===== src/rtl/call_stack.sv =====
// call_stack: LIFO return-address stack (push/pop/replace-top, wrap or saturate); ports clk, rst, push, pop, clear_err, din -> dout, count, empty, full, overflow, underflow
module call_stack #(
  parameter int WIDTH      = 13,
  parameter int DEPTH_LOG2 = 3,
  parameter int WRAP       = 1
) (
  input  logic                  clk,
  input  logic                  rst,
  input  logic                  push,
  input  logic                  pop,
  input  logic                  clear_err,
  input  logic [WIDTH-1:0]      din,
  output logic [WIDTH-1:0]      dout,
  output logic [DEPTH_LOG2:0]   count,
  output logic                  empty,
  output logic                  full,
  output logic                  overflow,
  output logic                  underflow
);
  localparam int DEPTH = 1 << DEPTH_LOG2;
  logic [WIDTH-1:0]      r_mem [DEPTH];
  logic [DEPTH_LOG2-1:0] r_ptr;
  logic [DEPTH_LOG2:0]   r_count;
  logic                  r_ovf;
  logic                  r_unf;
  logic [DEPTH_LOG2-1:0] w_top;
  logic                  w_full;
  logic                  w_empty;
  logic                  w_wrap;
  logic                  w_ovf;
  logic                  w_unf;
  assign w_wrap    = WRAP != 0;
  assign w_top     = r_ptr - 1'b1;
  assign w_full    = r_count == DEPTH[DEPTH_LOG2:0];
  assign w_empty   = r_count == '0;
  assign w_ovf     = push & ~pop & w_full;
  assign w_unf     = pop & ~push & w_empty;
  assign dout      = r_mem[w_top];
  assign count     = r_count;
  assign empty     = w_empty;
  assign full      = w_full;
  assign overflow  = r_ovf;
  assign underflow = r_unf;
  always_ff @(posedge clk or posedge rst) begin
    if (rst) begin
      for (int i = 0; i < DEPTH; i++) r_mem[i] <= '0;
      r_ptr   <= '0;
      r_count <= '0;
      r_ovf   <= 1'b0;
      r_unf   <= 1'b0;
    end else begin
      if (push && pop && !w_empty) begin
        r_mem[w_top] <= din;
      end else if (push && (!w_full || w_wrap)) begin
        r_mem[r_ptr] <= din;
        r_ptr        <= r_ptr + 1'b1;
        if (!w_full) r_count <= r_count + 1'b1;
      end else if (pop && !push && (!w_empty || w_wrap)) begin
        r_ptr <= r_ptr - 1'b1;
        if (!w_empty) r_count <= r_count - 1'b1;
      end
      r_ovf <= (r_ovf & ~clear_err) | w_ovf;
      r_unf <= (r_unf & ~clear_err) | w_unf;
    end
  end
endmodule

===== config.mk =====
export PLATFORM = sky130hd
export DESIGN_NAME = call_stack
export DESIGN_NICKNAME = d
export VERILOG_FILES = /design/src/rtl/call_stack.sv
export SDC_FILE = /design/constraint.sdc
export NUM_CORES = 1
export LEC_CHECK = 0
export ABC_AREA = 1
export CAP_MARGIN = 30
export CORE_UTILIZATION = 35
export DETAILED_ROUTE_END_ITERATION = 10
export GPL_TIMING_DRIVEN = 0
export PLACE_DENSITY_LB_ADDON = 0.05
export SYNTH_ARGS = -nofsm -noshare
export SYNTH_HDL_FRONTEND = slang
export SYNTH_SLANG_ARGS = --single-unit
export TNS_END_PERCENT = 100

===== constraint.sdc =====
create_clock -name clk -period 5.7 [get_ports clk]
set_input_delay 1.71 -clock clk [delete_from_list [all_inputs] [get_ports clk]]
set_output_delay 1.71 -clock clk [all_outputs]
set_load 0.005 [all_outputs]

# Yosys cells after proc, flatten, opt, wreduce, memory -nomap -nowiden
# Cells that the tools add are included.
# op_classes
bitwise_logic	14
muxes	17
n_shift	0
eq_ne	3
order_cmp	4
n_reduce_logical	12
mul	0
n_addsub	4
n_div	0
# op_table
operator	n
$bwmux 104	2
$mux 104	2
$demux 13 s3	2
$mux 13	4
$bmux 13 s3	1
$mux 4	4
$ge 4x4->1 const B	2
$lt 4x1->1 const B	2
$not 3->4	2
$and 1x1->1	6
$mux 3	2
$logic_and 1x1->1	5
$add 4x1->4 const B	1
$eq 4x4->1 const B	1
$logic_not 4->1	1
$ne 2x2->1 const B	2
$not 1->1	4
$reduce_and 4->1	1
$reduce_bool 2->1	2
$sub 4x1->4 const B	1
$add 3x1->3 const B	1
$sub 3x1->3 const B	1
$logic_not 1->1	2
$or 1x1->1	2
$reduce_and 2->1	1
# totals
latch_bits	0
mem_bits_rw	0
input_bits	18
elab_cells	66
reg_bits	113
output_inout_bits	21
memories	0
mem_bits_ro	0

# Depth between registers and ports, before layout
# logic_depth
ltp_word	8
ltp_mapped	13
ltp_nobuf	9

# Worst setup path before layout
# OpenSTA, ideal clock, no wires.
# synth_path
path_type	flip-flop to output port
from	register r_ptr[0]
to	output dout[10]
arrival_time_ps	1948
stages_incl_launch_ff	12
setup_slack_ps	2042
required_ps	3990
cell_sequence	dfrtp_1 -> buf_4 -> inv_2 -> buf_2 -> buf_2 -> ha_1 -> inv_2 -> buf_1 -> nand2_1 -> nand2_1 -> nand3_1 -> nand2_1
# synth_via
elab_chain_cells	5
# synth_rtl
element	line	rtl
start: declaration	22	logic [DEPTH_LOG2-1:0] r_ptr;
start signal: assignment	56	r_ptr <= r_ptr + 1'b1;
start signal: assignment	59	r_ptr <= r_ptr - 1'b1;
$sub 3x1->3	33	assign w_top = r_ptr - 1'b1;
named net w_top[0]	26	logic [DEPTH_LOG2-1:0] w_top;
$not 3->4 (implied by the code)	38	assign dout = r_mem[w_top];
$bmux 13 s3	38	
$mux 13 (implied by the code) (2 in a row)	38	
end: declaration	13	output logic [WIDTH-1:0] dout,
# The timed path passes the listed nets, and every way through them passes these cells. The select of a mux whose other input is x is not followed.

# Worst setup path after layout
# layout_path
from	register r_ptr[0]
to	output dout[0]
# Same word-level chain as after synthesis.

==> results.md <==
- The largest area contributor in the synthesized netlist is sky130_fd_sc_hd__dfrtp_1.
- The transition time of the tightest slew-check pin is 0.685 ns.
- The layout has 1761 filler cells.
- The share of synthesized area in the top cell type comes to 46.0%.
- The final cell count without fillers is 1130.
- The floorplan step defined a die boundary enclosing 0.0181 mm^2.
- The most critical setup path has its endpoint at dout[0].
- The later pin in the worst-skew pair is clocked with a latency of 0.42 ns.
- The worst vdd rail ir drop is 0.296 mV.
- The pre-antenna-repair detailed-routing pass consisted of 5 iterations.
- The total power is 4.83 mW.
- The placeable core region is 0.0172 mm^2.
- Setup violations remaining at the end of the flow were counted as 0.
- The leakage power total is 3.77 nW.
- The worst path arrival time is 3.55 ns.
- After detailed routing, the average wire length per cell comes to 17.4 um.
- The pin count of the biggest net entering global routing is 79.
- The total vias in the final route is 5828.
- The worst register-to-register path has a setup slack of 3.00 ns.
- The final critical path time including I/O delays and setup is 5.26 ns.
- After detailed routing, the number of remaining DRC violations is 0.
- Of the cells placed in the final design, the portion with a size suffix greater than 1 is 12.2%.
- The number of rows in the core area is 48.
- The pre-CTS setup slack is 0.915 ns.
- The synthesized area is 0.00615 mm^2.
- The detailed router's first-iteration violation count is 530.
- The kind of start point of the critical path is a register.
- Setup repair after global routing left no endpoint under its margin.
- In this run the worst setup path begins at r_ptr[0].
- TritonCTS built the clock tree.
- Relative to the synthesized area, the layout overhead comes to 18.2%.
- After the last flow step, the layout net total stands at 915.
- In this run the horizontal extent of the chip is 135 um.
- The wire length of the first global-routing pass is 30800 um.
- The post-cts repair resize count is 0.
- Of all nets on the critical path, the largest fanout is 10.
- Clock-pin slew was measured on the worst setup and hold paths at 0.05 ns.
- The sink count of the clock tree is 113.
- In the finished design, the share of the clock period the worst path needs comes to 92.3%.
- Cells fill 42.2% of the core in the end.
- After technology mapping, the gate count stands at 848.
- The total length of routed wires is 19700 um.
- The kind of end point of the critical path is a primary output.
- A synthesized cell averages 7.25 um^2.
- The share of synthesized registers carrying an async set or reset is 100%.
- The final hold slack is 0.504 ns.
- For this design the ratio of total power to cell area is 665 mW/mm^2.
- For this run, the total global-route usage over all layers was measured as 23.1%.
- Using the TritonRoute via totals, the vias-per-cell ratio works out to 5.16.
- The number of hold violations in the final report is 0.
- The maximum frequency from static timing analysis is 0.190 GHz.
- The worst reg2reg path depth is 12.
- The portion of the post-synthesis area used by sequential elements is 46.0%.
- The placed wire-length estimate is 14100 um.
- The total congestion overflow is 0.
- The number of cells in the design after placement is 1098.
- The number of nets with antenna violations after detailed routing is 0.
- The number of pins with negative max-slew slack in the final report is 0.
- The tool flagged a number of max-cap violations equal to 0.
- The number of antenna violations at the first check in global routing came to 0.
- The longest clock path from root to sink contains 2 buffers.
- The die height is 135 um.
- The worst register-to-register path ends at r_mem[55].
- After synthesis, the most frequently instantiated cells are sky130_fd_sc_hd__nand2_1 (417), sky130_fd_sc_hd__nand3_1 (167), sky130_fd_sc_hd__dfrtp_1 (113).
- The required time reported for the critical path endpoint is 3.99 ns.
- Between clock sinks in the finished design, the worst skew comes to 0.00768 ns.
- The launching point of the worst reg2reg path is r_ptr[0].
- The setup slack of the critical path after layout is 0.442 ns.
- The count of antenna diodes in the layout is 0.
- Post-CTS timing repair inserted 0 buffers for setup.
- Among all flip-flop cells after synthesis, the most frequent one is sky130_fd_sc_hd__dfrtp_1.
- The unique cell type count in the Yosys netlist is 25.
- The final weighted congestion in routability-driven placement is 0.882.
- For this run, the number of Yosys warnings is 0.
- Sorting the synthesized cells by area gives the leading types as sky130_fd_sc_hd__dfrtp_1 (46%), sky130_fd_sc_hd__nand2_1 (25%), sky130_fd_sc_hd__nand3_1 (14%).
- The number of nets handed over by synthesis was 871.
- CTS placed an instance of sky130_fd_sc_hd__clkbuf_16 at the clock tree root.
- The path class of the tightest hold or removal check is register to register.
- The number of hold buffers added after CTS was 0.
- By instance count, the leading cell after synthesis is sky130_fd_sc_hd__nand2_1.
- Once the floorplan was initialized, standard cells occupied 35.7% of the core.
- Measured against its own limit, the worst slew margin works out to 54.3%.
- During I/O placement, the number of pins put on the boundary was 39.
- The critical path is of the register to primary output type.
- Clock tree synthesis inserted a total of 17 buffers.
- The depth of the CTS H-tree is 4.
- The synthesized design contains 113 register bits.
- The run finished with clean final reports.
- The number of enable-type register cells in the synthesized netlist is 0.
- The via count of the first global-routing pass is 5398.
- The number of input and output port buffers inserted is 24.
## placed cells by master, fill, tap and decap left out, types with 11 or more instances in the layout
cell type                         netlist  routed
sky130_fd_sc_hd__clkdlybuf4s50_1        0      24
sky130_fd_sc_hd__clkbuf_16              0      17
sky130_fd_sc_hd__nor2_1                23      23
sky130_fd_sc_hd__nand2_1              417     417
sky130_fd_sc_hd__buf_2                 19      19
sky130_fd_sc_hd__clkbuf_1              19      20
sky130_fd_sc_hd__dfrtp_1              113     113
sky130_fd_sc_hd__nand2_2               18      18
sky130_fd_sc_hd__buf_4                 11      11
sky130_fd_sc_hd__nand3_1              167     167
## how the worst min path moves through the flow
stage              start        end  slack (ns)  cells past startpoint
6_report       r_mem[48]  r_mem[48]        0.50                      2
3_3_place_gp   r_mem[14]  r_mem[14]        0.49                      2
2_1_floorplan   r_mem[0]   r_mem[0]        0.48                      2
4_1_cts        r_mem[98]  r_mem[98]        0.51                      2
5_1_grt        r_mem[21]  r_mem[21]        0.53                      2
3_5_place_dp   r_mem[89]  r_mem[89]        0.49                      2
## sequential cells by signal (all words and copies together), names as in the netlist
| register | flops |
|---|---|
| count | 4 |
| overflow | 1 |
| r_mem | 104 |
| r_ptr | 3 |
| underflow | 1 |
## power breakdown
part           internal (mW)  switching (mW)
combinational          0.938            1.50
sequential              1.17           0.217
clock                  0.621           0.394
## metal layers
layer / vias to the layer above / share of wire (%) / track usage [%]
met3: 31 / 5.8 / 3.75
met1: 2835 / 46 / 31.8
met2: 177 / 46 / 36.3
met5: - / 0 / 0
li1: 2785 / - / -
met4: 0 / 2.2 / 8.99
## stage by stage
| stage | cell area [um^2] | setup TNS, ns |
|---|---|---|
| final | 7270 | 0 |
| after global routing | 7270 | 0 |
| after CTS | 7270 | 0 |
| after detailed placement | 6710 | 0 |
| after global placement | 6670 | -97.58 |
| after floorplan | 6150 | 0 |
## area by class of cell
class | instances | area [um^2] | share of cell area [%]
multi-input cells | 659 | 2900 | 39.9
flip-flops and latches | 113 | 2830 | 38.9
clock buffers | 20 | 457 | 6.28
plain buffers | 61 | 362 | 4.97
well taps | 225 | 282 | 3.87
repair buffers | 25 | 268 | 3.68
clock inverters | 12 | 110 | 1.51
inverters | 15 | 63.8 | 0.877
## critical path, cell delays in order, from the launching register on
cell and delay [ns]:
sky130_fd_sc_hd__dfrtp_1 0.37, sky130_fd_sc_hd__buf_4 0.17, sky130_fd_sc_hd__inv_2 0.15, sky130_fd_sc_hd__buf_2 0.29, sky130_fd_sc_hd__buf_2 0.32, sky130_fd_sc_hd__ha_1 0.23, sky130_fd_sc_hd__buf_2 0.25, sky130_fd_sc_hd__buf_1 0.41
sky130_fd_sc_hd__nand3_1 0.21, sky130_fd_sc_hd__nand3_1 0.18, sky130_fd_sc_hd__nand2_1 0.09, sky130_fd_sc_hd__clkdlybuf4s50_1 0.45
## cell families (layout without fill, tap and decap cells)
logic type	Yosys count	in the layout	synth area share [%]
AND/OR/NAND/NOR	634	634	43.6
flip-flops	113	113	46.0
buffers and inverters	76	133	6.83
AO/OA/AOI/OAI	16	16	1.87
adder cells (fa/ha/maj)	5	5	1.14
XOR/XNOR	4	4	0.570
Note: power is estimated with default switching activity, not from simulation.
